$ cat src/rtl/pipe_ctrl_pkg.sv
// Shared encodings for the pipeline sequencing controller: FSM states,
// next-PC select codes and the register-match helper used for hazards.
package pipe_ctrl_pkg;

  localparam logic [1:0] PC_ST_BOOT  = 2'd0;
  localparam logic [1:0] PC_ST_RUN   = 2'd1;
  localparam logic [1:0] PC_ST_HOLD1 = 2'd2;
  localparam logic [1:0] PC_ST_HOLD2 = 2'd3;

  localparam logic [1:0] PC_SEL_PLUS = 2'b00;
  localparam logic [1:0] PC_SEL_ID   = 2'b01;
  localparam logic [1:0] PC_SEL_EX   = 2'b10;

  // A source operand in ID depends on the EX result; x0 never matches.
  function automatic logic src_match(input logic       valid,
                                     input logic       uses,
                                     input logic [4:0] src,
                                     input logic       we,
                                     input logic [4:0] rd);
    return valid & uses & we & (rd == src) & (rd != 5'd0);
  endfunction

endpackage

$ cat src/rtl/pipe_ctrl_sat_counter.sv
// Saturating event counter with synchronous clear; holds at all-ones.
module sat_counter #(
  parameter int CNT_W = 32
) (
  input  logic             clk_i,
  input  logic             clr_i,
  input  logic             inc_i,
  output logic [CNT_W-1:0] cnt_o
);

  logic [CNT_W-1:0] cnt_q, cnt_d;

  // Next count: clear wins, otherwise step unless already saturated.
  always_comb begin
    cnt_d = cnt_q;
    if (clr_i) begin
      cnt_d = '0;
    end else if (inc_i && (cnt_q != {CNT_W{1'b1}})) begin
      cnt_d = cnt_q + 1'b1;
    end
  end

  // Count register.
  always_ff @(posedge clk_i) begin
    cnt_q <= cnt_d;
  end

  assign cnt_o = cnt_q;

endmodule

$ cat src/rtl/pipe_ctrl.sv
// Pipeline sequencing controller: decides PC/pipeline-register enables,
// flushes and next-PC select each cycle, with a small FSM for post-reset
// flush and multi-cycle branch-operand stalls, plus stall/flush statistics.
module pipe_ctrl
  import pipe_ctrl_pkg::*;
#(
  parameter int CNT_W = 32
) (
  input  logic             clk,
  input  logic             rst,
  input  logic             id_valid,
  input  logic [4:0]       id_rs1_addr,
  input  logic [4:0]       id_rs2_addr,
  input  logic             id_uses_rs1,
  input  logic             id_uses_rs2,
  input  logic             id_is_branch,
  input  logic             id_redirect,
  input  logic [4:0]       ex_rd_addr,
  input  logic             ex_reg_we,
  input  logic             ex_is_load,
  input  logic             ex_redirect,
  input  logic             mem_busy,
  output logic             pc_we,
  output logic [1:0]       pc_sel,
  output logic             if_id_we,
  output logic             id_ex_we,
  output logic             ex_mem_we,
  output logic             if_id_flush,
  output logic             id_ex_flush,
  output logic [CNT_W-1:0] stall_cycles,
  output logic [CNT_W-1:0] flush_count
);

  logic [1:0] state_q, state_d;
  logic       m_hz;
  logic       stall_hz;
  logic       stall_inc;
  logic       flush_inc;

  // Operand hazards against the EX destination. A branch compares raw
  // register-file values, so any EX producer stalls it; other consumers
  // only wait on loads (ALU results are forwarded).
  always_comb begin
    m_hz = src_match(id_valid, id_uses_rs1, id_rs1_addr, ex_reg_we, ex_rd_addr)
         | src_match(id_valid, id_uses_rs2, id_rs2_addr, ex_reg_we, ex_rd_addr);
    stall_hz = m_hz & (ex_is_load | id_is_branch);
  end

  // Control outputs and next state, in priority order.
  always_comb begin
    pc_we       = 1'b1;
    pc_sel      = PC_SEL_PLUS;
    if_id_we    = 1'b1;
    id_ex_we    = 1'b1;
    ex_mem_we   = 1'b1;
    if_id_flush = 1'b0;
    id_ex_flush = 1'b0;
    flush_inc   = 1'b0;
    state_d     = state_q;

    if (rst || (state_q == PC_ST_BOOT)) begin
      // Flush both front registers while the PC sits at the reset vector.
      pc_we       = 1'b0;
      if_id_we    = 1'b0;
      id_ex_we    = 1'b0;
      ex_mem_we   = 1'b0;
      if_id_flush = 1'b1;
      id_ex_flush = 1'b1;
      state_d     = PC_ST_RUN;
    end else if (mem_busy) begin
      // Whole pipe frozen; a pending redirect keeps its inputs and waits.
      pc_we     = 1'b0;
      if_id_we  = 1'b0;
      id_ex_we  = 1'b0;
      ex_mem_we = 1'b0;
    end else if (ex_redirect) begin
      // EX target beats any ID redirect and cancels any remaining hold.
      pc_sel      = PC_SEL_EX;
      if_id_flush = 1'b1;
      id_ex_flush = 1'b1;
      flush_inc   = 1'b1;
      state_d     = PC_ST_RUN;
    end else if ((state_q == PC_ST_HOLD1) || (state_q == PC_ST_HOLD2)) begin
      pc_we       = 1'b0;
      if_id_we    = 1'b0;
      id_ex_flush = 1'b1;
      state_d     = (state_q == PC_ST_HOLD2) ? PC_ST_HOLD1 : PC_ST_RUN;
    end else if (stall_hz) begin
      // Load feeding a branch needs a second bubble: the value is still in MEM.
      pc_we       = 1'b0;
      if_id_we    = 1'b0;
      id_ex_flush = 1'b1;
      state_d     = (id_is_branch && ex_is_load) ? PC_ST_HOLD1 : PC_ST_RUN;
    end else if (id_redirect) begin
      pc_sel      = PC_SEL_ID;
      if_id_flush = 1'b1;
      flush_inc   = 1'b1;
    end
  end

  // Stall cycles are counted outside reset/BOOT, including memory freezes.
  assign stall_inc = ~rst & (state_q != PC_ST_BOOT) & ~pc_we;

  // FSM state register; reset lands in BOOT even from a hold.
  always_ff @(posedge clk) begin
    if (rst) begin
      state_q <= PC_ST_BOOT;
    end else begin
      state_q <= state_d;
    end
  end

  sat_counter #(.CNT_W(CNT_W)) u_stall_cnt (
    .clk_i (clk),
    .clr_i (rst),
    .inc_i (stall_inc),
    .cnt_o (stall_cycles)
  );

  sat_counter #(.CNT_W(CNT_W)) u_flush_cnt (
    .clk_i (clk),
    .clr_i (rst),
    .inc_i (flush_inc),
    .cnt_o (flush_count)
  );

endmodule
$ cat config.mk
export PLATFORM = sky130hd
export DESIGN_NAME = pipe_ctrl
export DESIGN_NICKNAME = d
export VERILOG_FILES = /design/src/rtl/pipe_ctrl_pkg.sv /design/src/rtl/pipe_ctrl_sat_counter.sv /design/src/rtl/pipe_ctrl.sv
export SDC_FILE = /design/constraint.sdc
export NUM_CORES = 1
export LEC_CHECK = 0
export BUFFER_PORTS_ARGS = -buffer_cell sky130_fd_sc_hd__buf_2
export CAP_MARGIN = 25
export CORE_AREA = 2 2 91 93
export DETAILED_ROUTE_END_ITERATION = 6
export DIE_AREA = 0 0 93 95
export GPL_TIMING_DRIVEN = 0
export PLACE_DENSITY_LB_ADDON = 0.2
export RECOVER_POWER = 50
export SYNTH_ARGS = -nofsm -noshare
export SYNTH_HDL_FRONTEND = slang
export SYNTH_SLANG_ARGS = --single-unit
$ cat constraint.sdc
create_clock -name clk -period 3.1 [get_ports clk]
set_input_delay 0 -clock clk [delete_from_list [all_inputs] [get_ports clk]]
set_output_delay 0 -clock clk [all_outputs]
set_load 0.02 [all_outputs]
==> impl_results.rst, run 1 <==
.. list-table::
   :header-rows: 1

   * - Metric
     - Value
   * - Outcome
     - finished clean
   * - Highest-count cells in the layout ignoring fill and taps
     - sky130_fd_sc_hd__clkbuf_1, sky130_fd_sc_hd__dfxtp_1, sky130_fd_sc_hd__nor2_1
   * - Remaining design rule violation count
     - 0
   * - Relative max-transition margin
     - between 40% and 50%
   * - Final count of pins violating max slew
     - 0
   * - Total Nets Final
     - ~560
   * - Number of global-route vias before repair
     - 3,094
   * - Clock sink count
     - 66
   * - Achievable clock frequency
     - ~380 MHz
   * - Async set or reset register ratio after synthesis
     - 0%
   * - DIE HEIGHT
     - 95 µm
   * - Number of routed nets with antenna violations
     - 0
   * - Number of buffer cells added on primary ports
     - between 90 and 100
   * - Hold violation count in the final report
     - 0
   * - Number of cells on the worst hold path
     - 4
   * - Maximum number of pins on one net before global-route repair
     - 12
   * - Antenna violations before repair
     - 0
   * - Post-Synthesis Cells
     - 422
   * - Routed via count
     - about 3.4k
   * - Core ar.
     - just under 0.008 mm²
   * - Initial DRT Pass Iterations
     - 4
   * - GR peak layer
     - met2
   * - Ratio of final minimum period to clock period
     - between 80% and 90%
   * - Worst Path Class, Setup
     - reg -> reg
   * - Min-Delay Endpoint
     - u_stall_cnt.cnt_o[6]
   * - Number of top-level pins
     - 98
   * - Die X-Extent
     - around 93 µm
   * - Total nets after synthesis
     - 450
   * - Beginning of the worst register-to-register path
     - u_stall_cnt.cnt_o[2]
   * - Aggregate global routing overflow
     - 0
   * - DP Wirelength
     - 6420 µm
   * - Global-route met1 utilization
     - 24.2%
   * - Lkg Pwr
     - roughly 1.4 nW
   * - Syn. warnings
     - 0
   * - Setup slack of the most critical reg-to-reg path
     - 0.45 ns
   * - Cell area after layout
     - 0.00419 mm²
   * - Clock slew seen by the registers of the worst setup and hold paths
     - approximately 0.070 ns
   * - Effective utilization at floorplan
     - 43.3%
   * - Maximum buffer depth of the clock tree
     - 2
   * - Fraction of final layout cells sized beyond drive strength 1
     - 10.3%
   * - Setup repair after global routing missed its margin
     - false
   * - Class of the worst hold path
     - in -> reg
   * - Number of enable flip-flop cells after synthesis
     - 0
   * - Number of max-cap violations
     - 0
   * - Data required time at the worst endpoint
     - 3.31 ns
   * - Startpoint Class
     - register
   * - Area of placed instances
     - 0.00405 mm²
   * - Portion of the post-synthesis area used by sequential elements
     - 38.5%
   * - Critical path capture point type
     - register
   * - Power density cells
     - 422 mW/mm²
   * - Worst setup margin
     - 0.453 ns
   * - Most common library cell in the layout ignoring fill and taps
     - sky130_fd_sc_hd__clkbuf_1
   * - Minimum setup slack after placement
     - between 0.15 and 0.2 ns
   * - Master cell of the clock root buffer
     - sky130_fd_sc_hd__clkbuf_8
   * - GRT Util Overall
     - roughly 20%
   * - Netlist Area Pre-Place
     - 0.00343 mm²
   * - Capture point of the worst reg-to-reg path
     - u_stall_cnt.cnt_o[15]
   * - Synth-to-Final Area Change
     - 22.0%
   * - Synthesis-stage register bit count
     - 66
   * - Wire length per cell after detailed routing
     - 13.6 µm
   * - HP Start
     - rst
   * - TritonCTS clock tree
     - yes
   * - Most used DFF post-synth
     - sky130_fd_sc_hd__dfxtp_1
   * - Die outline area
     - a little under 0.009 mm²
   * - Global-route track usage on met2
     - between 30% and 40%
   * - Diodes inserted
     - 0
   * - CTS HTree Levels
     - 3
   * - Sum of negative setup slack
     - 0 ns
   * - IR Drop Worst-Case VDD
     - ~0.00019 V
   * - Final Wtd Congestion
     - about 0.87
   * - Depth of the most critical reg-to-reg path
     - 8
   * - Final count of negative-setup-slack endpoints
     - 0
   * - Floorplan row count
     - 33
   * - First-pass GRT wire length
     - ~14,000 µm
   * - Via count normalized by instance count
     - around 5.3
   * - Hold slack
     - 0.0355 ns
   * - Initial drt markers
     - about 110
   * - Data arrival time of the critical path
     - between 2 and 3 ns
   * - Number of buffers added by the clock tree synthesis step
     - 9
   * - Post-route clock skew
     - between 0.008 and 0.009 ns
   * - Met3 track demand over resource
     - roughly 4.7%
   * - Measured slew at the worst slew-check pin
     - approximately 0.83 ns
   * - Final Critical Period
     - around 2.6 ns
   * - Unique cell type count in the Yosys netlist
     - 42
   * - Clock latency reported for the late side of the worst-skew pair
     - 0.34 ns
   * - Critical path fanouts, max
     - 10
   * - Mean Syn Cell Area
     - 8.14 µm²
   * - Final WL
     - 8710 µm
==> report_power, final <==
group          switching [mW]  internal [mW]
registers             0.00330          0.850
clock network           0.339          0.473
logic                  0.0645         0.0407
total                   0.407           1.36
==> sequential cells by signal, summed over array words and instances (netlist names) <==
signal / flops
state_q: 2
u_flush_cnt.cnt_o: 32
u_stall_cnt.cnt_o: 32
==> final cells by class <==
type | instances | area [µm²]
Tap cell | 105 | 131
Buffer | 20 | 101
Multi-Input combinational cell | 328 | 1980
Sequential cell | 66 | 1320
Clock buffer | 11 | 141
Inverter | 8 | 30.0
Fill cell | 835 | 3740
Timing Repair Buffer | 97 | 407
Clock inverter | 5 | 77.6
==> per-layer routing <==
metal	vias to the layer above	wire length [µm]	share of wire (%)
li1	1708	-	-
met1	1570	3980	46
met2	76	4170	48
met3	13	422	4.8
met4	0	133	1.5
met5	-	0	0
==> synth_stat cells (4+ instances only) <==
cell | n | area, µm²
sky130_fd_sc_hd__o21ai_0 | 11 | 55.1
sky130_fd_sc_hd__nor4b_1 | 6 | 52.6
sky130_fd_sc_hd__a21oi_1 | 12 | 60.1
sky130_fd_sc_hd__and2_1 | 5 | 31.3
sky130_fd_sc_hd__clkbuf_1 | 13 | 48.8
sky130_fd_sc_hd__dfxtp_1 | 66 | 1320
sky130_fd_sc_hd__nor3_1 | 25 | 125
sky130_fd_sc_hd__xnor2_1 | 37 | 324
sky130_fd_sc_hd__and4_1 | 7 | 61.3
sky130_fd_sc_hd__or4_1 | 4 | 30.0
sky130_fd_sc_hd__or3_1 | 7 | 43.8
sky130_fd_sc_hd__nand4_1 | 29 | 181
sky130_fd_sc_hd__inv_1 | 8 | 30.0
sky130_fd_sc_hd__o31ai_1 | 6 | 45.0
sky130_fd_sc_hd__xor2_1 | 23 | 201
sky130_fd_sc_hd__nor2_1 | 64 | 240
sky130_fd_sc_hd__nand2_1 | 30 | 113
sky130_fd_sc_hd__and3_1 | 12 | 75.1
sky130_fd_sc_hd__nor2b_1 | 6 | 37.5
sky130_fd_sc_hd__nand3_1 | 18 | 90.1
==> cell families after synthesis <==
family                   count (synthesis)  share of synthesized area [%]
AND/OR/NAND/NOR                        225                           33.9
flip-flops                              66                           38.5
XOR/XNOR                                60                           15.3
AO/OA/AOI/OAI                           39                           7.18
buffers and inverters                   28                           3.82
multiplexers                             2                          0.583
adder cells (fa/ha/maj)                  2                          0.728
==> worst max path at each step <==
stage	startpoint	endpoint	slack, ns
after floorplan	state_q[1]	u_flush_cnt.cnt_o[31]	0.66
after global placement	u_stall_cnt.cnt_o[2]	u_stall_cnt.cnt_o[0]	0.14
after detailed placement	u_stall_cnt.cnt_o[2]	u_stall_cnt.cnt_o[15]	0.16
after CTS	u_stall_cnt.cnt_o[3]	u_stall_cnt.cnt_o[15]	0.13
after global routing	u_stall_cnt.cnt_o[2]	u_stall_cnt.cnt_o[16]	0.21
final	u_stall_cnt.cnt_o[2]	u_stall_cnt.cnt_o[15]	0.45
==> critical path, cell delays in order (launching register included) <==
cell                      delay (ns)
sky130_fd_sc_hd__dfxtp_1        0.43
sky130_fd_sc_hd__nand4_1        0.24
sky130_fd_sc_hd__nor3_2         0.55
sky130_fd_sc_hd__nand4_1        0.26
sky130_fd_sc_hd__nor2_2         0.41
sky130_fd_sc_hd__buf_2          0.30
sky130_fd_sc_hd__nor3_1         0.09
sky130_fd_sc_hd__xnor2_1        0.17
sky130_fd_sc_hd__nor2_1         0.06
==> through the flow <==
step           power (mW)  util, %  instances
6_report             1.77     52.9        640
5_1_grt              1.83     52.9        640
4_1_cts              1.78     53.9        640
3_5_place_dp        0.979     51.0        623
3_3_place_gp        0.977     51.0        623
2_1_floorplan       0.936        -        422
==> timing repair <==
item | CTS | global route
resized for setup | 0 | 1
endpoints found under the setup margin | 0 | 11
hold buffers | 1 | 0
endpoints found under the hold margin | 1 | 0
buffers inserted | 0 | 0
Power figures use the tool's default switching activity.
==> run 2, diff against run 1 <==
--- a/config.mk
+++ b/config.mk
@@ -5,11 +5,12 @@
 export SDC_FILE = /design/constraint.sdc
 export NUM_CORES = 1
 export LEC_CHECK = 0
+export ABC_AREA = 1
 export BUFFER_PORTS_ARGS = -buffer_cell sky130_fd_sc_hd__buf_2
 export CAP_MARGIN = 25
-export CORE_AREA = 2 2 91 93
+export CORE_AREA = 2 2 102 104
 export DETAILED_ROUTE_END_ITERATION = 6
-export DIE_AREA = 0 0 93 95
+export DIE_AREA = 0 0 104 106
 export GPL_TIMING_DRIVEN = 0
 export PLACE_DENSITY_LB_ADDON = 0.2
 export RECOVER_POWER = 50
==> constraint.sdc (replaced) <==
create_clock -name clk -period 2.72 [get_ports clk]
set_input_delay 0 -clock clk [delete_from_list [all_inputs] [get_ports clk]]
set_output_delay 0 -clock clk [all_outputs]
set_load 0.02 [all_outputs]
==> run 2 against run 1 <==
Critical path depth grew 1; register-to-register slack got worse by 0.09 ns; design area up 24%; power rose by 15%; sequential share of layout area shrank 6.1 points; non-clock buffer count up 12; critical path type is now reg -> out; critical endpoint is now pc_we; largest cell class unchanged.
==> impl_results.rst, run 2 <==
.. list-table::
   :header-rows: 1

   * - Metric
     - Value
   * - Maximum buffer depth of the clock tree
     - 2
   * - Hold violation count in the final report
     - 0
   * - Number of max-cap violations
     - 0
   * - Biggest cell delay along the critical path
     - between 0.3 and 0.4 ns
   * - Clock latency reported for the late side of the worst-skew pair
     - approximately 0.34 ns
   * - Synth-to-Final Area Change
     - 18.0%
   * - Die X-Extent
     - between 100 and 150 µm
   * - Yosys top cell by area
     - sky130_fd_sc_hd__dfxtp_1
   * - GRT Util Overall
     - about a quarter
   * - HP Start
     - ex_redirect
   * - Critical path capture point type
     - output pin
   * - Area of placed instances
     - around 0.005 mm²
   * - Placed Instances
     - approximately 940
   * - Achievable clock frequency
     - between 400 and 500 MHz
   * - Mean Syn Cell Area
     - between 6 and 7 µm²
   * - Relative max-transition margin
     - 58.7%
   * - Master cell of the clock root buffer
     - sky130_fd_sc_hd__clkbuf_8
   * - Sum of negative setup slack
     - 0 ns
   * - Total Nets Final
     - 843
   * - Netlist Area Pre-Place
     - around 0.0044 mm²
   * - Power density cells
     - between 300 and 400 mW/mm²
   * - Post-route clock skew
     - roughly 0.0086 ns
   * - Final Wtd Congestion
     - roughly 0.94
   * - IR Drop Worst-Case VDD
     - approximately 0.00026 V
   * - Diodes inserted
     - 0
   * - Post-Synthesis Cells
     - between 700 and 800
   * - Clock slew seen by the registers of the worst setup and hold paths
     - 0.07 ns
   * - Data arrival time of the critical path
     - between 2 and 2.5 ns
   * - Number of buffer cells added on primary ports
     - 96
   * - Measured slew at the worst slew-check pin
     - 0.614 ns
   * - Cell area after layout
     - between 0.005 and 0.006 mm²
   * - Commonest cells in the netlist
     - sky130_fd_sc_hd__nand2_1, sky130_fd_sc_hd__nor2_1, sky130_fd_sc_hd__dfxtp_1
   * - Final count of negative-setup-slack endpoints
     - 0
   * - Beginning of the worst register-to-register path
     - u_stall_cnt.cnt_o[0]
   * - Final Critical Period
     - 2.49 ns
   * - Class of the worst hold path
     - in -> reg
   * - Antenna violations before repair
     - 0
   * - Effective utilization at floorplan
     - roughly 44%
   * - Most used DFF post-synth
     - sky130_fd_sc_hd__dfxtp_1
   * - Core ar.
     - 0.0100 mm²
   * - Initial drt markers
     - 245
   * - Number of cells on the worst hold path
     - 3
   * - DIE HEIGHT
     - ~110 µm
   * - Power after layout
     - 2.03 mW
   * - Ratio of final minimum period to clock period
     - around nine tenths
   * - List of cells traversed by the critical path
     - inv_1, a21oi_1, inv_1, nor2_1, buf_2, inv_1, a21oi_1, buf_4, buf_2
   * - Finished Layout Cells
     - about 960
   * - Initial DRT Pass Iterations
     - 5
   * - Total nets after synthesis
     - ~730
   * - Depth of the most critical reg-to-reg path
     - 11
   * - Die outline area
     - about 0.011 mm²
   * - First-pass GRT wire length
     - ~22,000 µm
   * - Number of buffers added by the clock tree synthesis step
     - 9
   * - Post-CTS Setup Inserts
     - 0
   * - Startpoint Class
     - register
   * - Capture point of the worst reg-to-reg path
     - u_stall_cnt.cnt_o[21]
   * - Unique cell type count in the Yosys netlist
     - 26
   * - Most Frequent Cell on Critical Path
     - sky130_fd_sc_hd__inv_1
   * - Top cells by area in the synthesized netlist
     - sky130_fd_sc_hd__dfxtp_1, sky130_fd_sc_hd__nand2_1, sky130_fd_sc_hd__xor2_1, sky130_fd_sc_hd__a21oi_1, sky130_fd_sc_hd__nor2_1
   * - CTS HTree Levels
     - 3
   * - Setup repair after global routing missed its margin
     - false
   * - Via count normalized by instance count
     - ~5.2
   * - Number of top-level pins
     - a little under 100
   * - Min-Delay Endpoint
     - state_q[0]
   * - Maximum number of pins on one net before global-route repair
     - 12
   * - Number of global-route vias before repair
     - ~4.6k
   * - Lkg Pwr
     - 1.90 nW
   * - Proportion of netlist area held by the largest area contributor
     - 30.0%
   * - Aggregate global routing overflow
     - 0
   * - Highest-count cells in the layout ignoring fill and taps
     - sky130_fd_sc_hd__nand2_1, sky130_fd_sc_hd__nor2_1, sky130_fd_sc_hd__clkbuf_1
   * - Hold slack
     - around 0.11 ns
   * - Async set or reset register ratio after synthesis
     - 0%
   * - Count leader, synth
     - sky130_fd_sc_hd__nand2_1
   * - Floorplan row count
     - 37
   * - Synthesis-stage register bit count
     - 66
   * - Final WL
     - approximately 13,000 µm
   * - Setup slack of the most critical reg-to-reg path
     - between 0.3 and 0.4 ns
   * - Worst Path Class, Setup
     - reg -> out
   * - TritonCTS clock tree
     - yes
   * - Data required time at the worst endpoint
     - 2.72 ns
   * - Portion of the post-synthesis area used by sequential elements
     - approximately 30%
   * - Buf/Inv on CP
     - 6
   * - Remaining design rule violation count
     - 0
   * - Clock sink count
     - 66
   * - Syn. warnings
     - 0
   * - Critical Path Slowest Stage Cell
     - sky130_fd_sc_hd__nor2_1
   * - Critical path fanouts, max
     - 11
   * - Wire length per cell after detailed routing
     - between 10 and 15 µm
   * - Filler cells
     - roughly 1.1k
   * - Outcome
     - finished clean
   * - Fraction of final layout cells sized beyond drive strength 1
     - just over 8%
   * - Number of routed nets with antenna violations
     - 0
   * - Critical path's top delay family
     - buffers and inverters
   * - Final count of pins violating max slew
     - 0
   * - DP Wirelength
     - ~10,000 µm
   * - Routed via count
     - just under 5k
   * - Most common library cell in the layout ignoring fill and taps
     - sky130_fd_sc_hd__nand2_1
   * - Number of enable flip-flop cells after synthesis
     - 0
==> run 2: changes by cell type after synthesis, sizes merged, moves of 12 or more <==
cell	delta
nand2	+179
inv	+52
xnor2	-20
nand3	+33
xor2	+16
a21oi	+51
and3	-12
nor2	+23
nand4	+16
==> run 2: worst max-delay path by stage <==
stage	startpoint	to	slack, ns	depth (start not counted)
2_1_floorplan	u_stall_cnt.cnt_o[0]	u_stall_cnt.cnt_o[10]	0.68	11
3_3_place_gp	u_stall_cnt.cnt_o[0]	u_stall_cnt.cnt_o[21]	0.40	11
3_5_place_dp	u_stall_cnt.cnt_o[0]	u_stall_cnt.cnt_o[2]	0.37	11
4_1_cts	state_q[1]	pc_we	0.22	9
5_1_grt	state_q[1]	pc_we	0.02	9
6_report	state_q[1]	pc_we	0.23	9
==> run 2: worst reg2reg max path, stage by stage (launching register included) <==
cell and delay (ns):
sky130_fd_sc_hd__dfxtp_1 0.47, sky130_fd_sc_hd__ha_1 0.27, sky130_fd_sc_hd__nand2_2 0.12, sky130_fd_sc_hd__nor2_4 0.17
sky130_fd_sc_hd__nand2_2 0.11, sky130_fd_sc_hd__nor3b_2 0.17, sky130_fd_sc_hd__nand4_1 0.15, sky130_fd_sc_hd__nor2_1 0.12
sky130_fd_sc_hd__nand2_1 0.16, sky130_fd_sc_hd__clkbuf_1 0.28, sky130_fd_sc_hd__nand3_1 0.15, sky130_fd_sc_hd__a21oi_1 0.08
==> run 2: cell type report <==
cell class                 count  area (µm²)  area share, %
sequential                    66        1320           25.5
buffer                        31         158           3.04
clock inverter                 2        35.0          0.675
timing repair buffer          98         419           8.07
multi-input combinational    549        2690           51.9
inverter                      60         225           4.34
tap                          136         170           3.28
clock buffer                  13         169           3.25
==> run 2: cells by family after synthesis <==
family / synth area share [%]
buffers and inverters: 8.70
AND/OR/NAND/NOR: 41.6
adder cells (fa/ha/maj): 0.569
flip-flops: 30.0
AO/OA/AOI/OAI: 7.99
XOR/XNOR: 11.1
==> run 2: per-layer routing <==
metal	vias up	global-route usage [%]	routed length, µm	share of wire, %
met5	-	0	0	0
met4	0	6.95	237	1.8
met3	24	4.48	610	4.6
met2	142	39.9	6180	47
met1	2282	31.6	6180	47
li1	2523	-	-	-
==> run 2: power breakdown <==
part / total [mW] / leakage (nW) / switching [mW] / internal, mW
combinational: 0.186 / 1.26 / 0.128 / 0.0577
clock: 0.867 / 0.106 / 0.374 / 0.493
sequential: 0.977 / 0.532 / 0.00566 / 0.971
==> run 2: metrics by stage <==
stage | setup WS, ns | utilization (%)
floorplan | 0.676 | -
global placement | 0.396 | 50.5
detailed placement | 0.374 | 50.5
CTS | 0.224 | 52.8
global route | 0.0188 | 51.9
finish | 0.229 | 51.9
==> run 2: what timing repair did <==
item                                   CTS  global route
gates resized for setup                  0             0
endpoints found under the hold margin    1             0
hold buffers                             2             0
